==> config.mk <==
export PLATFORM = sky130hd
export DESIGN_NAME = multicycle_control_fsm
export DESIGN_NICKNAME = d
export VERILOG_FILES = /design/src/rtl/multicycle_control_fsm.sv
export SDC_FILE = /design/constraint.sdc
export NUM_CORES = 1
export LEC_CHECK = 0
export ABC_AREA = 1
export CORE_UTILIZATION = 37
export CTS_CLUSTER_DIAMETER = 40
export CTS_CLUSTER_SIZE = 25
export DETAILED_ROUTE_END_ITERATION = 12
export HOLD_SLACK_MARGIN = 0.03
export MAX_ROUTING_LAYER = met4
export PLACE_DENSITY = 0.86
export SLEW_MARGIN = 0
export SYNTH_ARGS = -nofsm -noshare
export SYNTH_HDL_FRONTEND = slang
export SYNTH_SLANG_ARGS = --single-unit
==> constraint.sdc <==
create_clock -name clk -period 2 [get_ports clk]
set_input_delay 0.4 -clock clk [delete_from_list [all_inputs] [get_ports clk]]
set_output_delay 0.4 -clock clk [all_outputs]
set_load 0.005 [all_outputs]
==> src/rtl/multicycle_control_fsm.sv <==
// Multi-cycle RV32I control sequencer: FETCH/DECODE/EXEC/MEM/WB/TRAP over a
// unified req/ack memory port. Define MC_INSTRET_EN to build the instret counter.
module multicycle_control_fsm #(
   parameter int MEM_TIMEOUT = 16,
   parameter int TO_W        = 8,
   parameter int INSTRET_W   = 32
) (
   input  logic                 clk,
   input  logic                 rst,
   input  logic [31:0]          inst,
   input  logic                 br_eq,
   input  logic                 br_lt,
   input  logic                 mem_ack,
   input  logic                 trap_clr,
   output logic                 mem_req,
   output logic                 mem_rw,
   output logic                 ir_wr_en,
   output logic                 pc_wr_en,
   output logic                 PC_sel,
   output logic [2:0]           imm_sel,
   output logic                 reg_wr_en,
   output logic                 br_un,
   output logic                 A_sel,
   output logic                 B_sel,
   output logic [3:0]           ALU_sel,
   output logic [2:0]           load_sel,
   output logic [1:0]           store_sel,
   output logic [1:0]           wb_sel,
   output logic                 trap,
   output logic [1:0]           trap_cause,
   output logic [2:0]           state,
   output logic [INSTRET_W-1:0] instret
);

   localparam logic [2:0] S_FETCH  = 3'd0;
   localparam logic [2:0] S_DECODE = 3'd1;
   localparam logic [2:0] S_EXEC   = 3'd2;
   localparam logic [2:0] S_MEM    = 3'd3;
   localparam logic [2:0] S_WB     = 3'd4;
   localparam logic [2:0] S_TRAP   = 3'd5;

   localparam logic       PC_SEL_NOTTAKEN = 1'b0;
   localparam logic       PC_SEL_TAKEN    = 1'b1;

   localparam logic [2:0] IMM_SEL_I = 3'd0;
   localparam logic [2:0] IMM_SEL_S = 3'd1;
   localparam logic [2:0] IMM_SEL_B = 3'd2;
   localparam logic [2:0] IMM_SEL_U = 3'd3;
   localparam logic [2:0] IMM_SEL_J = 3'd4;

   localparam logic [3:0] ALU_SEL_ADD  = 4'd0;
   localparam logic [3:0] ALU_SEL_SUB  = 4'd1;
   localparam logic [3:0] ALU_SEL_SLL  = 4'd2;
   localparam logic [3:0] ALU_SEL_SLT  = 4'd3;
   localparam logic [3:0] ALU_SEL_SLTU = 4'd4;
   localparam logic [3:0] ALU_SEL_XOR  = 4'd5;
   localparam logic [3:0] ALU_SEL_SRL  = 4'd6;
   localparam logic [3:0] ALU_SEL_SRA  = 4'd7;
   localparam logic [3:0] ALU_SEL_OR   = 4'd8;
   localparam logic [3:0] ALU_SEL_AND  = 4'd9;
   localparam logic [3:0] ALU_SEL_BSEL = 4'd10;

   localparam logic       MEM_READ  = 1'b0;
   localparam logic       MEM_WRITE = 1'b1;

   localparam logic [2:0] LOAD_SEL_B  = 3'd0;
   localparam logic [2:0] LOAD_SEL_H  = 3'd1;
   localparam logic [2:0] LOAD_SEL_W  = 3'd2;
   localparam logic [2:0] LOAD_SEL_BU = 3'd3;
   localparam logic [2:0] LOAD_SEL_HU = 3'd4;

   localparam logic [1:0] STORE_SEL_B = 2'd0;
   localparam logic [1:0] STORE_SEL_H = 2'd1;
   localparam logic [1:0] STORE_SEL_W = 2'd2;

   localparam logic [1:0] WB_SEL_MEM = 2'd0;
   localparam logic [1:0] WB_SEL_ALU = 2'd1;
   localparam logic [1:0] WB_SEL_PC4 = 2'd2;

   localparam logic [1:0] CAUSE_NONE    = 2'd0;
   localparam logic [1:0] CAUSE_ILLEGAL = 2'd1;
   localparam logic [1:0] CAUSE_FETCH   = 2'd2;
   localparam logic [1:0] CAUSE_DATA    = 2'd3;

   localparam logic [6:0] OP_LUI    = 7'b0110111;
   localparam logic [6:0] OP_AUIPC  = 7'b0010111;
   localparam logic [6:0] OP_JAL    = 7'b1101111;
   localparam logic [6:0] OP_JALR   = 7'b1100111;
   localparam logic [6:0] OP_BRANCH = 7'b1100011;
   localparam logic [6:0] OP_LOAD   = 7'b0000011;
   localparam logic [6:0] OP_STORE  = 7'b0100011;
   localparam logic [6:0] OP_IMM    = 7'b0010011;
   localparam logic [6:0] OP_R      = 7'b0110011;

   localparam logic [TO_W-1:0] TO_LAST =
      TO_W'((MEM_TIMEOUT > 0) ? MEM_TIMEOUT - 1 : 0);

   logic [2:0]      state_q, state_d;
   logic [TO_W-1:0] cnt_q, cnt_d;
   logic            taken_q, taken_d;
   logic            trap_q, trap_d;
   logic [1:0]      cause_q, cause_d;

   logic [6:0] opcode;
   logic [2:0] f3;
   logic       f7b5;
   logic       unused_inst;

   assign opcode      = inst[6:0];
   assign f3          = inst[14:12];
   assign f7b5        = inst[30];
   assign unused_inst = ^{inst[31], inst[29:15], inst[11:7]};

   logic       dec_legal;
   logic [2:0] dec_imm;
   logic       dec_a;
   logic       dec_b;
   logic [3:0] dec_alu;
   logic       dec_bun;
   logic [1:0] dec_wb;
   logic [2:0] dec_lsel;
   logic [1:0] dec_ssel;
   logic       dec_regwr;
   logic       dec_mem;
   logic       dec_store;
   logic       dec_jump;
   logic       dec_branch;
   logic       br_cond;

   logic waiting;
   logic timeout;

   logic req_s;
   logic rw_s;
   logic ir_s;
   logic pcw_s;
   logic regw_s;

   function automatic logic [3:0] alu_op(
      input logic [2:0] fn3,
      input logic       alt,
      input logic       is_r
   );
      logic [3:0] op;
      unique case (fn3)
         3'b000:  op = (is_r && alt) ? ALU_SEL_SUB : ALU_SEL_ADD;
         3'b001:  op = ALU_SEL_SLL;
         3'b010:  op = ALU_SEL_SLT;
         3'b011:  op = ALU_SEL_SLTU;
         3'b100:  op = ALU_SEL_XOR;
         3'b101:  op = alt ? ALU_SEL_SRA : ALU_SEL_SRL;
         3'b110:  op = ALU_SEL_OR;
         default: op = ALU_SEL_AND;
      endcase
      return op;
   endfunction

   function automatic logic [2:0] load_op(input logic [2:0] fn3);
      logic [2:0] op;
      unique case (fn3)
         3'b000:  op = LOAD_SEL_B;
         3'b001:  op = LOAD_SEL_H;
         3'b100:  op = LOAD_SEL_BU;
         3'b101:  op = LOAD_SEL_HU;
         default: op = LOAD_SEL_W;
      endcase
      return op;
   endfunction

   function automatic logic [1:0] store_op(input logic [2:0] fn3);
      logic [1:0] op;
      unique case (fn3[1:0])
         2'b00:   op = STORE_SEL_B;
         2'b01:   op = STORE_SEL_H;
         default: op = STORE_SEL_W;
      endcase
      return op;
   endfunction

   // Instruction decode: datapath selects and class flags from the IR
   always_comb begin
      dec_legal  = 1'b1;
      dec_imm    = IMM_SEL_I;
      dec_a      = 1'b0;
      dec_b      = 1'b0;
      dec_alu    = ALU_SEL_ADD;
      dec_bun    = 1'b0;
      dec_wb     = WB_SEL_ALU;
      dec_lsel   = LOAD_SEL_W;
      dec_ssel   = STORE_SEL_W;
      dec_regwr  = 1'b0;
      dec_mem    = 1'b0;
      dec_store  = 1'b0;
      dec_jump   = 1'b0;
      dec_branch = 1'b0;
      unique case (opcode)
         OP_R: begin
            dec_alu   = alu_op(f3, f7b5, 1'b1);
            dec_regwr = 1'b1;
         end
         OP_IMM: begin
            dec_b     = 1'b1;
            dec_alu   = alu_op(f3, f7b5, 1'b0);
            dec_regwr = 1'b1;
         end
         OP_LOAD: begin
            dec_b     = 1'b1;
            dec_wb    = WB_SEL_MEM;
            dec_lsel  = load_op(f3);
            dec_regwr = 1'b1;
            dec_mem   = 1'b1;
         end
         OP_STORE: begin
            dec_imm   = IMM_SEL_S;
            dec_b     = 1'b1;
            dec_ssel  = store_op(f3);
            dec_mem   = 1'b1;
            dec_store = 1'b1;
         end
         OP_BRANCH: begin
            dec_imm    = IMM_SEL_B;
            dec_a      = 1'b1;
            dec_b      = 1'b1;
            dec_bun    = f3[1];
            dec_branch = 1'b1;
         end
         OP_JAL: begin
            dec_imm   = IMM_SEL_J;
            dec_a     = 1'b1;
            dec_b     = 1'b1;
            dec_wb    = WB_SEL_PC4;
            dec_regwr = 1'b1;
            dec_jump  = 1'b1;
         end
         OP_JALR: begin
            dec_b     = 1'b1;
            dec_wb    = WB_SEL_PC4;
            dec_regwr = 1'b1;
            dec_jump  = 1'b1;
         end
         OP_LUI: begin
            dec_imm   = IMM_SEL_U;
            dec_b     = 1'b1;
            dec_alu   = ALU_SEL_BSEL;
            dec_regwr = 1'b1;
         end
         OP_AUIPC: begin
            dec_imm   = IMM_SEL_U;
            dec_a     = 1'b1;
            dec_b     = 1'b1;
            dec_regwr = 1'b1;
         end
         default: dec_legal = 1'b0;
      endcase
   end

   // Branch condition from the comparator, selected by funct3
   always_comb begin
      br_cond = 1'b0;
      unique case (f3)
         3'b000:  br_cond = br_eq;
         3'b001:  br_cond = ~br_eq;
         3'b100:  br_cond = br_lt;
         3'b101:  br_cond = ~br_lt;
         3'b110:  br_cond = br_lt;
         3'b111:  br_cond = ~br_lt;
         default: br_cond = 1'b0;
      endcase
   end

   assign waiting = (state_q == S_FETCH) || (state_q == S_MEM);
   assign timeout = (MEM_TIMEOUT != 0) && (cnt_q == TO_LAST) && !mem_ack;

   // State and control registers
   always_ff @(posedge clk or posedge rst) begin
      if (rst) begin
         state_q <= S_FETCH;
         cnt_q   <= '0;
         taken_q <= 1'b0;
         trap_q  <= 1'b0;
         cause_q <= CAUSE_NONE;
      end else begin
         state_q <= state_d;
         cnt_q   <= cnt_d;
         taken_q <= taken_d;
         trap_q  <= trap_d;
         cause_q <= cause_d;
      end
   end

   // Next state, wait counter, taken flag and trap bookkeeping
   always_comb begin
      state_d = state_q;
      cnt_d   = cnt_q;
      taken_d = taken_q;
      trap_d  = trap_q;
      cause_d = cause_q;
      unique case (state_q)
         S_FETCH: begin
            if (mem_ack) begin
               state_d = S_DECODE;
            end else if (timeout) begin
               state_d = S_TRAP;
               trap_d  = 1'b1;
               cause_d = CAUSE_FETCH;
            end
         end
         S_DECODE: begin
            if (dec_legal) begin
               state_d = S_EXEC;
            end else begin
               state_d = S_TRAP;
               trap_d  = 1'b1;
               cause_d = CAUSE_ILLEGAL;
            end
         end
         S_EXEC: begin
            taken_d = dec_jump | (dec_branch & br_cond);
            state_d = dec_mem ? S_MEM : S_WB;
         end
         S_MEM: begin
            if (mem_ack) begin
               state_d = S_WB;
            end else if (timeout) begin
               state_d = S_TRAP;
               trap_d  = 1'b1;
               cause_d = CAUSE_DATA;
            end
         end
         S_WB: state_d = S_FETCH;
         S_TRAP: begin
            if (trap_clr) begin
               state_d = S_FETCH;
               trap_d  = 1'b0;
               cause_d = CAUSE_NONE;
            end
         end
         default: state_d = S_FETCH;
      endcase
      if (state_d != state_q) begin
         cnt_d = '0;
      end else if (waiting && !mem_ack && !(&cnt_q)) begin
         cnt_d = cnt_q + TO_W'(1);
      end
   end

   // Per-state strobes and held datapath selects
   always_comb begin
      req_s     = 1'b0;
      rw_s      = MEM_READ;
      ir_s      = 1'b0;
      pcw_s     = 1'b0;
      regw_s    = 1'b0;
      PC_sel    = PC_SEL_NOTTAKEN;
      imm_sel   = IMM_SEL_I;
      A_sel     = 1'b0;
      B_sel     = 1'b0;
      ALU_sel   = ALU_SEL_ADD;
      br_un     = 1'b0;
      wb_sel    = WB_SEL_ALU;
      load_sel  = LOAD_SEL_W;
      store_sel = STORE_SEL_W;
      if (state_q == S_EXEC || state_q == S_MEM || state_q == S_WB) begin
         imm_sel   = dec_imm;
         A_sel     = dec_a;
         B_sel     = dec_b;
         ALU_sel   = dec_alu;
         br_un     = dec_bun;
         wb_sel    = dec_wb;
         load_sel  = dec_lsel;
         store_sel = dec_ssel;
      end
      unique case (state_q)
         S_FETCH: begin
            req_s = 1'b1;
            ir_s  = mem_ack;
         end
         S_MEM: begin
            req_s = 1'b1;
            rw_s  = dec_store ? MEM_WRITE : MEM_READ;
         end
         S_WB: begin
            pcw_s  = 1'b1;
            PC_sel = taken_q ? PC_SEL_TAKEN : PC_SEL_NOTTAKEN;
            regw_s = dec_regwr;
         end
         default: ;
      endcase
   end

   assign mem_req    = req_s & ~rst;
   assign mem_rw     = rw_s & ~rst;
   assign ir_wr_en   = ir_s & ~rst;
   assign pc_wr_en   = pcw_s & ~rst;
   assign reg_wr_en  = regw_s & ~rst;
   assign trap       = trap_q;
   assign trap_cause = cause_q;
   assign state      = state_q;

`ifdef MC_INSTRET_EN
   logic [INSTRET_W-1:0] instret_q, instret_d;

   // Retired count: one per WB cycle, trapped instructions never reach WB
   always_comb begin
      instret_d = instret_q;
      if (state_q == S_WB) instret_d = instret_q + INSTRET_W'(1);
   end

   // Retired-instruction counter register
   always_ff @(posedge clk or posedge rst) begin
      if (rst) instret_q <= '0;
      else     instret_q <= instret_d;
   end

   assign instret = instret_q;
`else
   assign instret = '0;
`endif

endmodule

## Word level (Yosys, flattened, before mapping)

Index checks and enable logic that the tools add are counted.

- Memory bits (read-only): 0
- Output and inout bits: 61
- Word-level logic and storage cells: 133
- RAM bits: 0
- Register bits: 15
- Latch bits: 0
- Bits of input ports: 38
- Memories kept: 0

- $add $sub $neg: 1
- Equal/unequal tests: 32
- Div/mod/pow operators: 0
- Multiply operators: 0
- Bitwise logic cells: 10
- Shift-type cells: 0
- Reductions and logical operators: 27
- Order comparisons: 0
- Multiplexer cells: 58

Operators by type and width:

| operator | count |
|---|---|
| $pmux W4 S7 | 2 |
| $mux W3 | 9 |
| $mux W1 | 26 |
| $pmux W3 S4 | 2 |
| $eq A7 B6 Y1 const B | 3 |
| $eq A7 B7 Y1 const B | 3 |
| $eq A3 B3 Y1 const B | 6 |
| $mux W2 | 9 |
| $mux W8 | 2 |
| $pmux W3 S5 | 1 |
| $eq A7 B5 Y1 const B | 2 |
| $ne A2 B2 Y1 const B | 7 |
| $eq A3 B2 Y1 const B | 4 |
| $pmux W4 S3 | 1 |
| $reduce_or A2 Y1 | 6 |
| $reduce_or A9 Y1 | 1 |
| $add A8 B1 Y8 const B | 1 |
| $eq A8 B4 Y1 const B | 1 |
| $pmux W2 S2 | 2 |
| $pmux W2 S4 | 1 |
| $reduce_and A8 Y1 | 1 |
| $reduce_or A8 Y1 | 1 |
| $eq A7 B2 Y1 const B | 1 |
| $reduce_and A7 Y1 | 1 |
| 21 further kinds | 35 |

## Logic depth before layout (Yosys ltp)

Gate-level depths: netlist (run 1).

- Word-level depth: 7
- Gate-level depth with buffers: 11

## Worst setup path after synthesis (run 1)

OpenSTA, ideal clock, no wires.

- Path kind: register to output
- Start point: reg state_q[2] (netlist: state[2])
- End point: out ALU_sel[3]
- Buffers on the path: 0
- Path slack: 273 ps
- Arrival time: 1327 ps
- Data required time: 1600 ps
- Stages on the path, launching flop included: 7
- Path through: dfrtp_1 -> inv_1 -> nor3_1 -> a21oi_1 -> inv_1 -> nand2_1 -> o21ai_0

- Word-level cells in the longest chain between the ends: 4
- Elaborated cells between the ends (all ways): 6

RTL lines:

| element | RTL line | RTL |
|---|---|---|
| start, declared | 98 | `logic [2:0] state_q, state_d;` |
| start signal, assigned | 283 | `state_q <= state_d;` |
| $eq A3 B2 Y1 | 363 | `if (state_q == S_EXEC \|\| state_q == S_MEM \|\| state_q == S_WB) begin` |
| $logic_or A1 B1 Y1 | 363 |  |
| $logic_or A1 B1 Y1 (*) | 363 |  |
| $mux W4 (*) | 363 |  |
| end, declared | 25 | `output logic [3:0] ALU_sel,` |

Every way passes the cells marked *; elsewhere a longest branch is shown, timed or not.

## Worst setup path in the final report (run 1)

- Start point: in inst[1]
- End point: out A_sel

- Word-level cells in the longest chain between the ends: 4
- Elaborated cells between the ends (all ways): 6

RTL lines:

| element | RTL line | RTL |
|---|---|---|
| start, declared | 10 | `input logic [31:0] inst,` |
| $eq A7 B7 Y1 or $eq A7 B5 Y1 (tied branches) | 196 | `unique case (opcode)` |
| $reduce_or A3 Y1 (no line) (*) | - |  |
| $mux W1 (*) | 196 |  |
| $mux W1 (*) | 363 |  |
| end, declared | 23 | `output logic A_sel,` |

Marked as above.

==> summary.md, run 1 <==
| Metric | Value |
|---|---|
| Power per unit of standard cell area | `707.6 nW/um^2` |
| Failing checks | `setup timing` |
| Total via count after detailed routing | `2122` |
| Final Hold Vio Count | `0` |
| Adder and majority gate portion of the synthesized area | `0.7968%` |
| Worst endpoint data arrival time | `1.66 ns` |
| Insertion delay of the later-clocked pin in the worst-skew pair | `0.25 ns` |
| Reg-to-reg critical path startpoint | `state[1]$_DFF_PP0_` |
| Type of element capturing the critical path | `output pin` |
| Share of cells above drive strength 1 | `40.50%` |
| FMAX | `0.4866 GHz` |
| Post-synth ARST share | `100.0%` |
| Vias in the first global route | `1983` |
| Maximum resistive drop on vdd | `0.3646 mV` |
| Post-route cell area | `2688 sq um` |
| Top-level port count | `99` |
| Count of hold buffers inserted by post-cts repair | `0` |
| Global-route wire length before repair | `8576 um` |
| Path category of the worst min-delay check | `input port to async pin` |
| Count of pins over their slew limit | `0` |
| Number of gates on the worst path with buffers counted | `9` |
| Clock tree from TritonCTS | `done` |
| Worst clock skew on the final layout | `0.007125 ns` |
| Final routed DRC violation total | `0` |
| EDFF count, synth | `0` |
| Sequential-to-total area share from yosys stat | `23.90%` |
| Die Area | `4508 sq um` |
| Standard-cell row count | `23` |
| Maximum fanout count along the critical path | `4` |
| Detailed Route WL | `6135 um` |
| Gr usage total | `25.85%` |
| Number of nets in the finished design | `403` |
| Critical path's most frequent cell | `buf_4` |
| Compound-cell area share of the yosys netlist | `8.367%` |
| Register-to-Register Path Depth | `11` |
| Die X-Extent | `67.15 um` |
| Final cycle utilization of the critical path | `102.8%` |
| Static leakage | `0.001403 uW` |
| Yosys warning total | `0` |
| Number of cells produced by synthesis | `249` |
| Global placer's final weighted congestion | `0.8981` |
| Critical path's slowest cell | `dlygate4sd2_1` |
| Netlist area before placement | `1570 sq um` |
| Congestion Overflow GR | `0` |
| Cell with the most instances after synthesis | `nand2_1` |
| Mean instance size in the synthesized netlist | `6.306 sq um` |
| Setup slack, reg-to-reg | `0.08 ns` |
| Reg-to-reg endpoint | `cnt_q[7]$_DFFE_PP0P_` |
| Kind of launch point of the worst setup path | `input port` |
| Critical path class | `input port to output pin` |
| Setup slack of the critical path after layout | `-0.05522 ns` |
| Number of detailed-route iterations in the first pass | `5` |
| Placeable core area | `4029 sq um` |
| Starting density of the core | `38.98%` |
| Number of standard cells in the final layout excluding fillers | `413` |
| Layout overhead on the synthesized area | `71.16%` |
| Avg Vias per Cell | `5.138` |
| Clock Tree Buf Depth | `2` |
| Highest cell delay on the worst timing path | `0.24 ns` |
| Synth Register Bits | `15` |
| RSZ-0062 raised after global routing | `yes` |
| Count of buffers inserted at the top-level ports | `45` |
| Critical Path, Cell by Cell | `dlygate4sd2_1 -> nand2_2 -> buf_4 -> nor4_4 -> buf_4 -> buf_12 -> o31ai_4 -> inv_1 -> buf_2` |
| WHS | `0.4473 ns` |
| Number of fill cells | `296` |
| Count of antenna diodes in the layout | `0` |
| Pin count of the biggest net entering global routing | `10` |
| DRT iter0 DRCs | `198` |
| Area after detailed placement | `2275 sq um` |
| Total number of clock tree sinks | `15` |
| DPL Wire Length | `3412 um` |
| Number of buffers created by CTS | `3` |
| Largest area contributor in the netlist | `dfrtp_1` |
| Synth Flop Type | `dfrtp_1` |
| Antenna Violating Nets Remaining | `0` |
| Critical path launch point | `inst[1]` |
| Crit path required time | `1.60 ns` |
| Cell Count Post-Placement | `385` |
| DR WL/cell | `14.85 um` |
| WP buf/inv | `6` |
| CTS clock-pin slew for the worst setup and hold paths | `0.06 ns` |
| H-tree level count | `1` |
| Top cell types by occurrence after synthesis | `53 x nand2_1, 38 x nor2_1, 34 x inv_1` |
| Total negative slack | `-0.07329 ns` |
| Number of antenna violations at the first check in global routing | `0` |
| Mux cell area share after synthesis | `0.6375%` |
| Count of endpoints failing setup in the final report | `2` |
| Simple-gate share of the synthesized area | `38.25%` |
| Top cells by area, synth | `dfrtp_1 24%, buf_4 15%, nand2_1 13%, nor2_1 9.1%, inv_1 8.1%` |
| MaxCap Viol Count | `0` |
| Vertical extent of the die | `67.15 um` |
| Combinational family with the most area after synthesis | `simple AND/OR/NAND/NOR gates` |
| Top Family by Delay on Critical Path | `buffers and inverters` |
| Count of different cell masters after synthesis | `29` |
| Xor and xnor fraction of the mapped netlist area | `3.904%` |
| Minimum clock period | `2.055 ns` |
| Result of the run | `finished with violations` |
| Clk root buf | `clkbuf_8` |
| Share of Yosys cell area claimed by the top area cell type | `23.90%` |
[kinds of logic after synthesis]
group | after synthesis
buf+inv | 68
compound gates | 22
mux | 1
fa+ha+maj | 1
simple gates | 134
flops | 15
other cells | 1
xor+xnor | 7
[area by class of cell]
class | count | area [sq um] | share of cell area [%]
clock buffer | 3 | 41.29 | 1.536
timing repair buffer | 111 | 885.9 | 32.96
tap | 50 | 62.56 | 2.328
sequential | 15 | 375.4 | 13.97
multi-input combinational | 197 | 1177 | 43.81
inverter | 36 | 140.1 | 5.214
clock inverter | 1 | 5.005 | 0.1862
[placed cells by master (no fill, tap or decap), types with 6 or more instances in the layout]
cell / n
buf_4: 62
nand2_2: 6
dlygate4sd2_1: 12
nor2_1: 28
conb_1: 32
inv_2: 10
nor2_2: 7
inv_1: 24
xor2_1: 6
nor2_4: 8
dfrtp_1: 15
clkdlybuf4s50_1: 11
nand3_1: 12
buf_2: 9
clkbuf_2: 9
nand2_1: 47
[worst max path at each step]
stage	to	slack (ns)
after floorplan	ALU_sel[3]	0.27
after global placement	B_sel	-0.55
after detailed placement	reg_wr_en	-0.62
after CTS	imm_sel[2]	0.0006
after global routing	ALU_sel[0]	-0.09
final	A_sel	-0.06
[report_power, final]
group	internal (uW)	switching, uW
Clock	138	113
Sequential	377	48.4
Combinational	513	713
[per-stage QoR]
step	setup slack (ns)	total power (uW)	utilization (%)
after floorplan	0.2735	994.0	-
after global placement	-0.5514	1379	56.46
after detailed placement	-0.6163	1408	56.46
after CTS	0.0005717	1737	64.16
after global routing	-0.08605	2006	66.71
final	-0.05522	1902	66.71
[registers in the layout, indices dropped and copies added (netlist names)]
name / count
cnt_q: 8
state: 3
trap_cause: 2
taken_q: 1
trap: 1
[what timing repair did]
| action | 4_1_cts | 5_1_grt |
|---|---|---|
| pin swaps | 15 | 7 |
| hold endpoints to repair | 0 | 0 |
| setup endpoints to repair | 28 | 28 |
| setup buffers | 16 | 8 |
| resized for setup | 116 | 36 |
[tightest hold or removal path, delay by kind of cell]
family / cells / cell delay (ns)
buf+inv: 3 / 0.67
[routing by layer]
layer	vias to the layer above	share of wire, %	track usage, %
li1	962	-	-
met1	976	37	26.36
met2	154	52	48.25
met3	30	6.6	2.703
met4	0	4.3	13.30
met5	-	0	-
Note: power is estimated with default switching activity, not from simulation.
==> run 2, diff against run 1 <==
SKIP_LAST_GASP = 1   (was default)
==> run 2 against run 1 <==
  * The flow still finishes with violations (setup timing)
  * Combinational power grew 5%
  * Critical path type is now flop to output pin
  * Sequential cell count is the same
  * Setup slack gained 0.036 ns
  * Critical endpoint is now B_sel
  * First-iteration DRC count shrank 18%
  * Largest power group unchanged
  * Final area grew 0.14%
  * Clock power is essentially flat
  * Maximum frequency grew 1.8%
  * Clock-buffer cell count is the same
  * Hold slack lost 0.015 ns
  * Critical path depth shrank 2
==> summary.md, run 2 (synthesized netlist as in run 1, its figures left out) <==
| Metric | Value |
|---|---|
| H-tree level count | `1 (unchanged)` |
| Reg-to-reg critical path startpoint | `cnt_q[0]$_DFFE_PP0P_` |
| Clk root buf | `clkbuf_8` |
| Reg-to-reg endpoint | `cnt_q[7]$_DFFE_PP0P_` |
| Pwr Total | `1962 uW (+3.2%)` |
| Path category of the worst min-delay check | `input port to async pin` |
| Total via count after detailed routing | `2081 (-1.9%)` |
| Grt met2 use | `49.00% (+0.75 points)` |
| Total number of clock tree sinks | `15 (unchanged)` |
| Post-route cell area | `2691 sq um (+0.14%)` |
| Standard-cell row count | `23 (unchanged)` |
| Area after detailed placement | `2275 sq um (unchanged)` |
| RSZ-0062 raised after global routing | `yes` |
| Top-level port count | `99 (unchanged)` |
| MaxCap Viol Count | `0 (unchanged)` |
| DRT iter0 DRCs | `163 (-18%)` |
| Clock tree from TritonCTS | `done` |
| Share of cells above drive strength 1 | `41.32% (+0.83 points)` |
| Maximum fanout count along the critical path | `4 (unchanged)` |
| Met1 layer usage reported by global route | `26.87% (+0.51 points)` |
| Result of the run | `finished with violations` |
| Final routed DRC violation total | `0 (unchanged)` |
| Failing checks | `setup timing` |
| Die Area | `4508 sq um (unchanged)` |
| Die X-Extent | `67.15 um (unchanged)` |
| Clock Tree Buf Depth | `2 (unchanged)` |
| Type of element capturing the critical path | `output pin` |
| Register containing the most flip-flops in the final layout | `cnt_q` |
| Global routing met3 resource utilization | `1.689% (-1.0 points)` |
| Worst endpoint data arrival time | `1.62 ns (-0.04 ns)` |
| Number of nets in the finished design | `403 (unchanged)` |
| Placeable core area | `4029 sq um (unchanged)` |
| CTS clock-pin slew for the worst setup and hold paths | `0.06 ns (about the same)` |
| Critical path class | `flop to output pin` |
| Insertion delay of the later-clocked pin in the worst-skew pair | `0.25 ns (about the same)` |
| Static leakage | `0.001394 uW (-0.60%)` |
| Register-to-Register Path Depth | `10 (-1)` |
| Vertical extent of the die | `67.15 um (unchanged)` |
| FMAX | `0.4952 GHz (+1.8%)` |
| Gr usage total | `25.74% (-0.11 points)` |
| Critical path launch point | `state[2]$_DFF_PP0_` |
| Kind of launch point of the worst setup path | `flop` |
| Global-route wire length before repair | `8521 um (-0.64%)` |
| Congestion Overflow GR | `0 (unchanged)` |
| Power per unit of standard cell area | `729.1 nW/um^2 (+3.0%)` |
| Final cycle utilization of the critical path | `101.0% (-1.8 points)` |
| Setup slack of the critical path after layout | `-0.01925 ns (+0.03598 ns)` |
| Vias in the first global route | `1932 (-2.6%)` |
| Crit path required time | `1.60 ns (about the same)` |
| Count of buffers inserted at the top-level ports | `45 (unchanged)` |
| Number of buffers created by CTS | `3 (unchanged)` |
| Global placer's final weighted congestion | `0.8981 (unchanged)` |
| DPL Wire Length | `3412 um (unchanged)` |
| Pin count of the biggest net entering global routing | `10 (unchanged)` |
| Count of endpoints failing setup in the final report | `2 (unchanged)` |
| Number of detailed-route iterations in the first pass | `4 (-1)` |
| Minimum clock period | `2.019 ns (-0.03598 ns)` |
| Worst clock skew on the final layout | `0.001369 ns (-0.005755 ns)` |
| Detailed Route WL | `5918 um (-3.5%)` |
| Max reg flops | `8 (unchanged)` |
| Count of pins over their slew limit | `0 (unchanged)` |
| Highest-count cells in the layout ignoring fill and taps | `60 x buf_4, 47 x nand2_1, 32 x conb_1, 28 x nor2_1, 22 x inv_1` |
| Commonest non-fill, non-tap cell in the layout | `buf_4` |
| DR WL/cell | `14.33 um (-3.5%)` |
| Starting density of the core | `38.98% (unchanged)` |
| Avg Vias per Cell | `5.039 (-1.9%)` |
| Antenna Violating Nets Remaining | `0 (unchanged)` |
| Layout overhead on the synthesized area | `71.39%` |
| Highest-utilization routing layer at the global route stage | `met2` |
| Setup slack, reg-to-reg | `0.11 ns (+0.03 ns)` |
| Maximum resistive drop on vdd | `0.4345 mV (+19%)` |
| Number of antenna violations at the first check in global routing | `0 (unchanged)` |
| Count of antenna diodes in the layout | `0 (unchanged)` |
| Count of hold buffers inserted by post-cts repair | `0 (unchanged)` |
| Final Hold Vio Count | `0 (unchanged)` |
==> run 2: cell count changes in the layout (fill, tap and decap cells not counted) <==
cell	change
a21oi_4	+1
a21oi_1	+1
nand3_1	+1
buf_12	-1
dlygate4sd2_1	-3
a21oi_2	-2
nand3_4	+2
clkbuf_2	+3
inv_1	-2
buf_4	-2
buf_6	+3
inv_2	+1
inv_4	+1
nand3_2	-3
==> run 2: worst max path at each step <==
stage / to / slack [ns] / cells after the start
after CTS: load_sel[0] / -0.01 / 7
after global routing: B_sel / -0.07 / 7
after global placement: B_sel / -0.55 / 8
after detailed placement: reg_wr_en / -0.62 / 8
after floorplan: ALU_sel[3] / 0.27 / 6
final: B_sel / -0.02 / 7
==> run 2: worst max-delay path, cell delays in order (launching register included) <==
cell and delay, ns:
dfrtp_1 0.36, inv_2 0.07, nor3_4 0.27, a21oi_4 0.08, buf_6 0.14, buf_6 0.11
a41oi_2 0.19, buf_2 0.16
==> run 2: cell type report <==
| cell class | instances | area, sq um |
|---|---|---|
| fillers | 294 | 1338 |
| repair buffers | 111 | 873.3 |
| clock buffers | 3 | 41.29 |
| multi-input cells | 197 | 1191 |
| clock inverters | 1 | 5.005 |
| inverters | 36 | 142.6 |
| well taps | 50 | 62.56 |
| flip-flops and latches | 15 | 375.4 |
==> run 2: metal layers <==
layer / wire, um / vias up
met5: 0 / -
met4: 264 / 0
met3: 402 / 26
met2: 3080 / 138
met1: 2172 / 960
li1: - / 957
==> run 2: where the power goes <==
| group | leakage, uW | switching [uW] | internal, uW |
|---|---|---|---|
| registers | 0.000197 | 49.2 | 377 |
| logic | 0.00117 | 726 | 560 |
| clock network | 0.0000255 | 112 | 138 |
| total | 0.00139 | 887 | 1070 |
==> run 2: timing repair <==
action,4_1_cts,5_1_grt
buffers inserted,16,8
setup endpoints to repair,28,27
gates resized for setup,112,53
pin swaps,15,9
==> run 2: per-stage QoR <==
| stage | utilization (%) | hold WS (ns) | setup WS (ns) | setup TNS, ns | instances |
|---|---|---|---|---|---|
| final | 66.80 | 0.4327 | -0.01925 | -0.03249 | 413 |
| after global routing | 66.80 | 0.4589 | -0.07332 | -0.2997 | 413 |
| after CTS | 64.16 | 0.4324 | -0.01116 | -0.03281 | 405 |
| after detailed placement | 56.46 | 0.4861 | -0.6163 | -12.82 | 385 |
| after global placement | 56.46 | 0.4692 | -0.5514 | -11.41 | 385 |
| after floorplan | - | 0.3015 | 0.2735 | 0 | 280 |
==> run 3, diff against run 2 <==
CORE_UTILIZATION = 63   (was 37)
DONT_BUFFER_PORTS = 1   (was default)
PLACE_DENSITY = 0.84   (was 0.86)
==> run 3 against run 2 <==
  * The flow now finishes without violations
  * Sequential cell count unchanged
  * Sequential power increased by 2%
  * Sequential share of layout area increased by 10 points
  * Combinational power decreased by 43%
  * Final cell count decreased by 31%
  * Clock power decreased by 31%
  * Via count decreased by 32%
  * First-iteration DRC count decreased by 80%
  * Non-clock buffer count decreased by 107
  * Routed wire length decreased by 47%
  * Setup slack improved by 0.11 ns
==> summary.md, run 3 (synthesized netlist as in run 1, its figures left out) <==
| Metric | Value |
|---|---|
| Number of antenna violations at the first check in global routing | `0 (unchanged)` |
| Die Area | `2696 sq um (-40%)` |
| Highest-count cells in the layout ignoring fill and taps | `53 x nand2_1, 38 x nor2_1, 32 x conb_1, 31 x inv_1, 18 x nand3_1` |
| Global placer's final weighted congestion | `0.8768 (-2.4%)` |
| Count of endpoints failing setup in the final report | `0 (-2)` |
| Total via count after detailed routing | `1420 (-32%)` |
| Power per unit of standard cell area | `854.2 nW/um^2 (+17%)` |
| Register containing the most flip-flops in the final layout | `cnt_q` |
| WP buf/inv | `1 (-3)` |
| Kind of launch point of the worst setup path | `flop` |
| DRT iter0 DRCs | `32 (-80%)` |
| Pin count of the biggest net entering global routing | `16 (+6)` |
| RSZ-0062 raised after global routing | `yes` |
| Clk root buf | `clkbuf_4` |
| Avg Vias per Cell | `5.000 (-0.77%)` |
| Clock Tree Buf Depth | `2 (unchanged)` |
| Top-level port count | `99 (unchanged)` |
| Final routed DRC violation total | `0 (unchanged)` |
| Maximum resistive drop on vdd | `0.5741 mV (+32%)` |
| Crit path required time | `1.60 ns (about the same)` |
| Critical path's slowest cell | `dfrtp_2` |
| Global-route wire length before repair | `5188 um (-39%)` |
| Vertical extent of the die | `51.93 um (-23%)` |
| Number of standard cells in the final layout excluding fillers | `284 (-31%)` |
| Top Family by Delay on Critical Path | `flip-flops` |
| Detailed Route WL | `3159 um (-47%)` |
| Worst endpoint data arrival time | `1.51 ns (-0.11 ns)` |
| Post-route cell area | `1568 sq um (-42%)` |
| Critical path class | `flop to output pin` |
| Count of antenna diodes in the layout | `0 (unchanged)` |
| Count of buffers inserted at the top-level ports | `0 (-100%)` |
| Highest cell delay on the worst timing path | `0.48 ns (+0.12 ns)` |
| Share of cells above drive strength 1 | `10.94% (-30 points)` |
| Commonest non-fill, non-tap cell in the layout | `nand2_1` |
| Congestion Overflow GR | `0 (unchanged)` |
| Static leakage | `0.0008180 uW (-41%)` |
| Area after detailed placement | `1504 sq um (-34%)` |
| Critical Path, Cell by Cell | `nor3_4 -> a21oi_4 -> inv_2 -> nand2_1 -> o21ai_0` |
| Setup slack, reg-to-reg | `0.23 ns (+0.12 ns)` |
| Number of buffers created by CTS | `3 (unchanged)` |
| Insertion delay of the later-clocked pin in the worst-skew pair | `0.29 ns (+0.04 ns)` |
| Minimum clock period | `1.911 ns (-0.1078 ns)` |
| Antenna Violating Nets Remaining | `0 (unchanged)` |
| Max reg flops | `8 (unchanged)` |
| MaxCap Viol Count | `0 (unchanged)` |
| Pwr Total | `1339 uW (-32%)` |
| Number of detailed-route iterations in the first pass | `4 (unchanged)` |
| Final Hold Vio Count | `0 (unchanged)` |
| DPL Wire Length | `2451 um (-28%)` |
| Gr usage total | `26.67% (+0.93 points)` |
| Number of nets in the finished design | `296 (-27%)` |
| WHS | `0.03726 ns (-0.3954 ns)` |
| Die X-Extent | `51.93 um (-23%)` |
| Starting density of the core | `68.99% (+30 points)` |
| Worst clock skew on the final layout | `0.005999 ns (+0.004629 ns)` |
| Clock tree from TritonCTS | `done` |
| Final cycle utilization of the critical path | `95.57% (-5.4 points)` |
| H-tree level count | `1 (unchanged)` |
| Cell Count Post-Placement | `279 (-28%)` |
| Result of the run | `completed` |
| DR WL/cell | `11.12 um (-22%)` |
| Count of pins over their slew limit | `0 (unchanged)` |
| FMAX | `0.5232 GHz (+5.6%)` |
| Vias in the first global route | `1200 (-38%)` |
| Maximum fanout count along the critical path | `7 (+3)` |
| Type of element capturing the critical path | `output pin` |
| Transition time at the pin with the least slew margin | `0.5591 ns` |
| Worst slew slack as a fraction of its limit | `62.69%` |
| Layout overhead on the synthesized area | `-0.1596%` |
| Total number of clock tree sinks | `15 (unchanged)` |
| Placeable core area | `2276 sq um (-44%)` |
| Path category of the worst min-delay check | `input port to async pin` |
| Standard-cell row count | `17 (-26%)` |
| CTS clock-pin slew for the worst setup and hold paths | `0.09 ns (+0.03 ns)` |
==> run 3: repair_timing <==
| action | 4_1_cts | 5_1_grt |
|---|---|---|
| endpoints found under the setup margin | 9 | 15 |
| hold buffers | 0 | 0 |
| resized for setup | 3 | 7 |
| pin swaps | 0 | 1 |
| setup buffers | 0 | 1 |
==> run 3: metal layers <==
metal  vias to the layer above  wire [um]  part of all wire [%]  GRT usage, %
met1                       613       1393                    44         32.49
met4                         0         22                  0.70         6.306
met2                        59       1516                    48         42.95
met3                         4        227                   7.2         8.187
li1                        744          -                     -             -
met5                         -          0                     0             -
==> run 3: layout make-up <==
type	count	area, sq um
multi-input combinational	197	963.4
inverter	36	135.1
clock buffer	3	22.52
timing repair buffer	4	30.03
sequential	15	376.6
tap	28	35.03
clock inverter	1	5.005
fill	220	708.2
==> run 3: worst paths after layout <==
check | from | to | cells after the start
min in group clk | mem_ack | state[1]$_DFF_PP0_ | 1
max in group asynchronous | rst | state[1]$_DFF_PP0_ | 1
worst min register to register | trap_cause[0]$_DFFE_PP0P_ | trap_cause[0]$_DFFE_PP0P_ | 2
worst min-delay path | rst | cnt_q[5]$_DFFE_PP0P_ | 1
worst max-delay path | state[1]$_DFF_PP0_ | ALU_sel[3] | 5
worst max register to register | state[2]$_DFF_PP0_ | cnt_q[5]$_DFFE_PP0P_ | 10
==> run 3: where the power goes <==
part | total [uW] | internal, uW | switching (uW)
Clock | 173 | 74.5 | 98.8
Sequential | 435 | 377 | 58.6
Combinational | 731 | 240 | 491
Total | 1340 | 691 | 649
==> run 3: per-stage QoR <==
step / worst slack [ns] / utilization (%) / setup TNS (ns)
after floorplan: 0.2735 / - / 0
after global placement: 0.1377 / 66.08 / 0
after detailed placement: 0.1451 / 66.08 / 0
after CTS: 0.05731 / 67.67 / 0
after global routing: -0.03027 / 68.88 / -0.05963
final: 0.08852 / 68.88 / 0
